$ cat config.mk
export PLATFORM = sky130hd
export DESIGN_NAME = pc_branch_unit
export DESIGN_NICKNAME = d
export VERILOG_FILES = /design/src/rtl/pc_branch_unit.sv
export SDC_FILE = /design/constraint.sdc
export NUM_CORES = 1
export LEC_CHECK = 0
export CORE_ASPECT_RATIO = 0.9
export CORE_UTILIZATION = 49
export DETAILED_ROUTE_END_ITERATION = 16
export GPL_TIMING_DRIVEN = 0
export HOLD_SLACK_MARGIN = 0.03
export PLACE_DENSITY = 0.88
export SLEW_MARGIN = 15
export SYNTH_ARGS = -nofsm -noshare
export SYNTH_HDL_FRONTEND = slang
export SYNTH_SLANG_ARGS = --single-unit
$ cat constraint.sdc
create_clock -name clk -period 6.5 [get_ports clk]
set_input_delay 1.3 -clock clk [delete_from_list [all_inputs] [get_ports clk]]
set_output_delay 1.3 -clock clk [all_outputs]
set_load 0.05 [all_outputs]
$ cat src/rtl/pc_branch_unit.sv
// IF-stage PC register and IF/ID pipeline register with branch/jump redirect.
// Optional macro BRANCH_DELAY_SLOT_EN keeps the delay-slot instruction on redirect.
module pc_branch_unit #(
  parameter logic [31:0] RESET_PC  = 32'h0000_0000,
  parameter logic [31:0] NOP_INSTR = 32'h0000_0000
) (
  input  logic        clk,
  input  logic        reset,
  input  logic        stall,
  input  logic [31:0] instr_in,
  input  logic        branch_taken,
  input  logic [31:0] branch_offset_sh,
  input  logic [31:0] pc_plus4_id,
  input  logic        jump,
  input  logic [25:0] jump_index,
  output logic [31:0] pc,
  output logic [31:0] pc_plus4,
  output logic [31:0] if_id_instr,
  output logic [31:0] if_id_pc_plus4,
  output logic        if_id_valid,
  output logic        redirect
);

  typedef enum logic [1:0] {
    BOOT  = 2'd0,
    RUN   = 2'd1,
    FLUSH = 2'd2
  } state_e;

  state_e      state_q, state_d;
  logic [31:0] pc_q, pc_d;
  logic [31:0] instr_q, instr_d;
  logic [31:0] pc4_q, pc4_d;
  logic        valid_q, valid_d;
  logic        redirect_q, redirect_d;

  logic [31:0] branch_target;
  logic [31:0] jump_target;
  logic        take_j;
  logic        take_b;
  logic        take_any;

  assign pc_plus4       = pc_q + 32'd4;
  assign pc             = pc_q;
  assign if_id_instr    = instr_q;
  assign if_id_pc_plus4 = pc4_q;
  assign if_id_valid    = valid_q;
  assign redirect       = redirect_q;

  // Targets and qualified redirect requests (bubbles and stalls never redirect)
  always_comb begin
    branch_target = pc_plus4_id + branch_offset_sh;
    jump_target   = {pc_plus4_id[31:28], jump_index, 2'b00};
    take_j        = jump & valid_q & ~stall;
    take_b        = branch_taken & valid_q & ~stall & ~jump;
    take_any      = take_j | take_b;
  end

  // Next fetch address: jump beats branch, then stall hold, then sequential
  always_comb begin
    pc_d = pc_plus4;
    unique case (1'b1)
      take_j:  pc_d = jump_target;
      take_b:  pc_d = branch_target;
      stall:   pc_d = pc_q;
      default: pc_d = pc_plus4;
    endcase
  end

  // Sequencer: IF/ID load, flush bubble and redirect pulse
  always_comb begin
    state_d    = state_q;
    instr_d    = instr_q;
    pc4_d      = pc4_q;
    valid_d    = valid_q;
    redirect_d = 1'b0;
    unique case (state_q)
      BOOT: begin
        if (!stall) begin
          instr_d = instr_in;
          pc4_d   = pc_plus4;
          valid_d = 1'b1;
          state_d = RUN;
        end
      end
      RUN: begin
        if (take_any) begin
          redirect_d = 1'b1;
`ifdef BRANCH_DELAY_SLOT_EN
          instr_d = instr_in;
          pc4_d   = pc_plus4;
          valid_d = 1'b1;
          state_d = RUN;
`else
          instr_d = NOP_INSTR;
          pc4_d   = 32'd0;
          valid_d = 1'b0;
          state_d = FLUSH;
`endif
        end else if (!stall) begin
          instr_d = instr_in;
          pc4_d   = pc_plus4;
          valid_d = 1'b1;
        end
      end
      FLUSH: begin
        if (!stall) begin
          instr_d = instr_in;
          pc4_d   = pc_plus4;
          valid_d = 1'b1;
          state_d = RUN;
        end
      end
      default: begin
        state_d = BOOT;
      end
    endcase
  end

  // State registers, asynchronously reset
  always_ff @(posedge clk or posedge reset) begin
    if (reset) begin
      state_q    <= BOOT;
      pc_q       <= RESET_PC;
      instr_q    <= NOP_INSTR;
      pc4_q      <= 32'd0;
      valid_q    <= 1'b0;
      redirect_q <= 1'b0;
    end else begin
      state_q    <= state_d;
      pc_q       <= pc_d;
      instr_q    <= instr_d;
      pc4_q      <= pc4_d;
      valid_q    <= valid_d;
      redirect_q <= redirect_d;
    end
  end

endmodule

-- Yosys cells after proc, flatten, opt, wreduce, memory -nomap -nowiden
Cells that the tools add are included.
- bitwise gates (word level): 8
- reduce and logical (&&, ||, !) cells: 4
- $add $sub $neg: 2
- mux-type cells: 15
- equal/unequal tests: 4
- operator list (cell ; number):
    $mux 32 ; 4
    $pmux 32 s2 ; 2
    $pmux 32 s3 ; 1
    $add 32x3->32 const B ; 1
    $add 32x32->32 ; 1
    $and 1x1->1 ; 5
    $mux 1 ; 4
    $mux 2 ; 2
    $ne 2x2->1 const B ; 2
    $pmux 2 s2 ; 1
    $eq 2x1->1 const B ; 1
    $eq 2x2->1 const B ; 1
    $logic_not 2->1 ; 1
    $not 1->1 ; 2
    $pmux 1 s2 ; 1
    $reduce_and 2->1 ; 1
    $reduce_bool 2->1 ; 1
    $reduce_or 2->1 ; 1
    $or 1x1->1 ; 1
- logic and storage cells: 39
- input bits: 127
- bits in registers: 100
- output and inout bits: 130

-- Longest topological paths before layout
- depth after elaboration: 6
- gate-level depth with buffers: 10
- gate-level depth less buffers: 10

-- Least setup slack after synthesis
OpenSTA, ideal clock, no wires.
- path type: register to output
- start: register pc_q[7] (netlist: pc[7])
- end: output port pc_plus4[27]
- path slack: 2441 ps
- stages on the path, launching flop included: 7
- arrival: 2759 ps
- path buffers: 1
- data required time: 5200 ps
- cell sequence: dfrtp_1 nand4_2 nor4_1 and2_1 buf_4 and3_1 xor2_1
- word-level cells in the longest chain between the ends: 1
- ends and longest elaborated chain (element ; RTL line ; RTL):
    start, declared ; 31 ; logic [31:0] pc_q, pc_d;
    start signal, assigned ; 131 ; pc_q <= pc_d;
    $add 32x3->32 ; 43 ; assign pc_plus4 = pc_q + 32'd4;
    end, declared ; 17 ; output logic [31:0] pc_plus4,
Every way passes these cells.

-- Worst setup path after layout
- start: register pc_q[2] (netlist: pc[2])
- end: output port pc_plus4[27]
Same word-level chain as after synthesis.

==> impl_metrics.py <==
metrics = {
    "critical_path": {
        "critical_path_class": "flip-flop to output pin",
        "reg2reg_to": "pc[25]",
        "cp.required_ns": 5.20,
        "start_kind": "flip-flop",
        "r2r_slack_ns": 3.79,
        "crit_start": "pc[2]",
        "worstSetupEndpoint": "pc_plus4[27]",
        "worstPathMaxFanout": 8,
        "worstPathArrival_ns": 3.63,
        "timing.rr.start": "pc[2]",
        "rr_worst_depth": 8,
        "critPathCaptureType": "output pin",
    },
    "clocking": {
        "cts_tree": "yes",
        "cts_root_buf": "clkbuf_16",
        "cts.sinks": 100,
        "clockBufferDepth": 2,
        "cts.clk_slew.worst_paths_ns": 0.08,
        "clk_latency_ns": 0.36,
        "ctsHtreeMaxLevel": 3,
        "cts_buffers": 9,
        "postCtsHoldBufs": 0,
        "post_cts_buffers": 0,
        "cts-resized-gates": 0,
    },
    "logic_synthesis": {
        "yosys-top-cells-area": "dfrtp_1 (37%), nand2_1 (7.2%), a21oi_1 (6.6%), ha_1 (5.9%), xnor2_1 (3.9%)",
        "postSynthCellCount": 802,
        "avgSynthCellArea_um2": 8.47,
        "async_reset_ff_frac": 1.00,
        "synth_edf_count": 0,
        "yosysSeqAreaShare": 0.369,
        "synthesis.nets": 962,
        "ys_types": 69,
        "synth-seq-cells": 100,
        "ys_warn_count": 0,
        "synth_ff_type": "dfrtp_1",
        "synth_area_um2": 6790,
        "yosys.area.top_type_share": 0.369,
        "synth_top_cell_by_area": "dfrtp_1",
    },
    "pwr": {
        "power_density_nw_per_um2": 471,
        "sw_frac_of_total": 0.538,
        "seqPwrFrac": 0.246,
        "p_leak_nw": 4.14,
        "p_clk_frac": 0.123,
        "internal_power_w": 0.00215,
        "switchingPower_w": 0.00251,
        "ir_worst_vdd_v": 0.000371,
        "pwr-share-comb": 0.631,
    },
    "status": {
        "status": "completed",
    },
    "global_routing": {
        "grt_pass1_vias": 7376,
        "grt.overflow.total": 0,
        "grt_pass1_wl_um": 39300,
        "grt_max_degree": 61,
        "grt.total_usage": 0.352,
        "antenna_found_initial": 0,
    },
    "placement": {
        "pre_cts_slack_ns": 2.09,
        "placed_cells": 1226,
        "portBuffers": 255,
        "gp_congestion": 0.995,
        "hpwl_um": 19400,
    },
    "drt": {
        "vias": 7665,
        "routed_wl_um": 25100,
        "drtIter0Drc": 664,
        "vias_per_cell": 6.17,
        "drtAntennaViolNets": 0,
        "drc": 0,
        "first_pass_iters": 5,
        "wl_per_cell_um": 20.2,
    },
    "floorplan": {
        "initial_core_util": 0.506,
        "fp.coreArea_um2": 13400,
        "die-area_um2": 14300,
        "row_count": 40,
        "die_w_um": 126,
        "die_h_um": 114,
        "boundaryPins": 257,
    },
    "sta": {
        "worst_pin_slew_ns": 1.00,
        "final.setup.worst_slack_ns": 1.57,
        "post-route-period-util": 0.759,
        "tns_ns": 0,
        "setup_viol": 0,
        "drv_slew": 0,
        "clock_skew_ns": 0.0111,
        "hold_violations": 0,
        "relSlewSlack": 0.327,
        "rsz0062_at_grt": "no",
        "fmaxAchievable_mhz": 203,
        "fin_crit_ns": 4.93,
    },
    "finish": {
        "diodes": 0,
        "drive_gt1_frac": 0.0419,
        "final_cell_count_no_fill": 1242,
        "syn_to_final_growth_pct": 45.8,
        "nNetsFinal": 1229,
        "layout_commonest_cell": "clkdlybuf4s50_1",
        "final_cell_mix": "clkdlybuf4s50_1 (255), nand2_1 (130), dfrtp_1 (100), a21oi_1 (89), nor2_1 (51)",
    },
    "min_path": {
        "worstHoldStart": "if_id_pc_plus4[18]",
        "hold_class": "flip-flop to flip-flop",
    },
    "run": {
        "cap_viol_max_count": 0,
    },
}
## how the worst min path moves through the flow
stage	cells past startpoint	slack, ns	to
global placement	2	0.47	if_id_pc_plus4[11]
global route	1	0.52	if_id_pc_plus4[21]
detailed placement	2	0.47	if_id_pc_plus4[18]
floorplan	1	0.52	state_q[0]
finish	2	0.49	if_id_pc_plus4[18]
CTS	2	0.49	if_id_pc_plus4[18]
## state kept, by name, summed over array words and instances (netlist names)
name            count
if_id_valid         1
pc                 32
state_q             2
redirect            1
if_id_pc_plus4     32
if_id_instr        32
## power by group through the flow
stage	Clock, W	Sequential (W)	Combinational (W)
floorplan	0	0.00195	0.00103
global placement	0	0.00113	0.00288
detailed placement	0	0.00114	0.00292
CTS	0.000574	0.00113	0.00293
global route	0.000599	0.00117	0.00306
finish	0.000574	0.00115	0.00294
## worst max-delay path: stages, from the launching register on
cell             delay, ns
dfrtp_1               0.48
nand4_1               0.15
nor4_1                0.87
and2_1                0.24
buf_4                 0.16
and3_1                0.28
xor2_1                0.25
clkdlybuf4s50_1       0.85
## layer usage
| layer | up-vias | global-route usage | wire length, um |
|---|---|---|---|
| met1 | 3649 | 0.429 | 9330 |
| met3 | 71 | 0.0901 | 2810 |
| met2 | 483 | 0.598 | 12000 |
| met4 | 0 | 0.139 | 898 |
| li1 | 3462 | - | - |
| met5 | - | 0 | 0 |
## through the flow
stage               instance area [um^2]  total power [W]  utilization  hold WS [ns]
finish                              9900          0.00466        0.738         0.488
global route                        9900          0.00483        0.738         0.518
CTS                                 9900          0.00464        0.738         0.489
detailed placement                  9580          0.00406        0.715         0.472
global placement                    9550          0.00401        0.712         0.469
floorplan                           6790          0.00298            -         0.520
## cell families (layout without fill, tap and decap cells)
group | after synthesis | after routing | share of synthesized area
and+or+nand+nor | 281 | 281 | 0.194
DFF | 100 | 100 | 0.369
muxes | 6 | 6 | 0.00940
xor gates and xnor gates | 46 | 46 | 0.0616
adders and majority gates | 33 | 33 | 0.0619
AOI/OAI and AO/OA | 266 | 266 | 0.257
buffers and inverters | 70 | 342 | 0.0466
## cell usage after synthesis, types with 9 or more instances
master / number
a211oi_1: 9
a21o_1: 21
a21oi_1: 89
a22o_1: 21
clkbuf_1: 34
dfrtp_1: 100
ha_1: 32
inv_1: 22
nand2_1: 130
nand3_1: 25
nor2_1: 51
nor3_1: 11
o21ai_0: 45
o221ai_1: 9
xnor2_1: 30
xor2_1: 14
## cell type report
class | count | area [um^2]
Buffer | 48 | 234
Clock buffer | 10 | 229
Clock inverter | 6 | 82.6
Fill cell | 1040 | 3520
Inverter | 22 | 87.6
Multi-Input combinational cell | 632 | 3970
Sequential cell | 100 | 2500
Tap cell | 168 | 210
Timing Repair Buffer | 256 | 2580
Power figures use the tool's default switching activity.
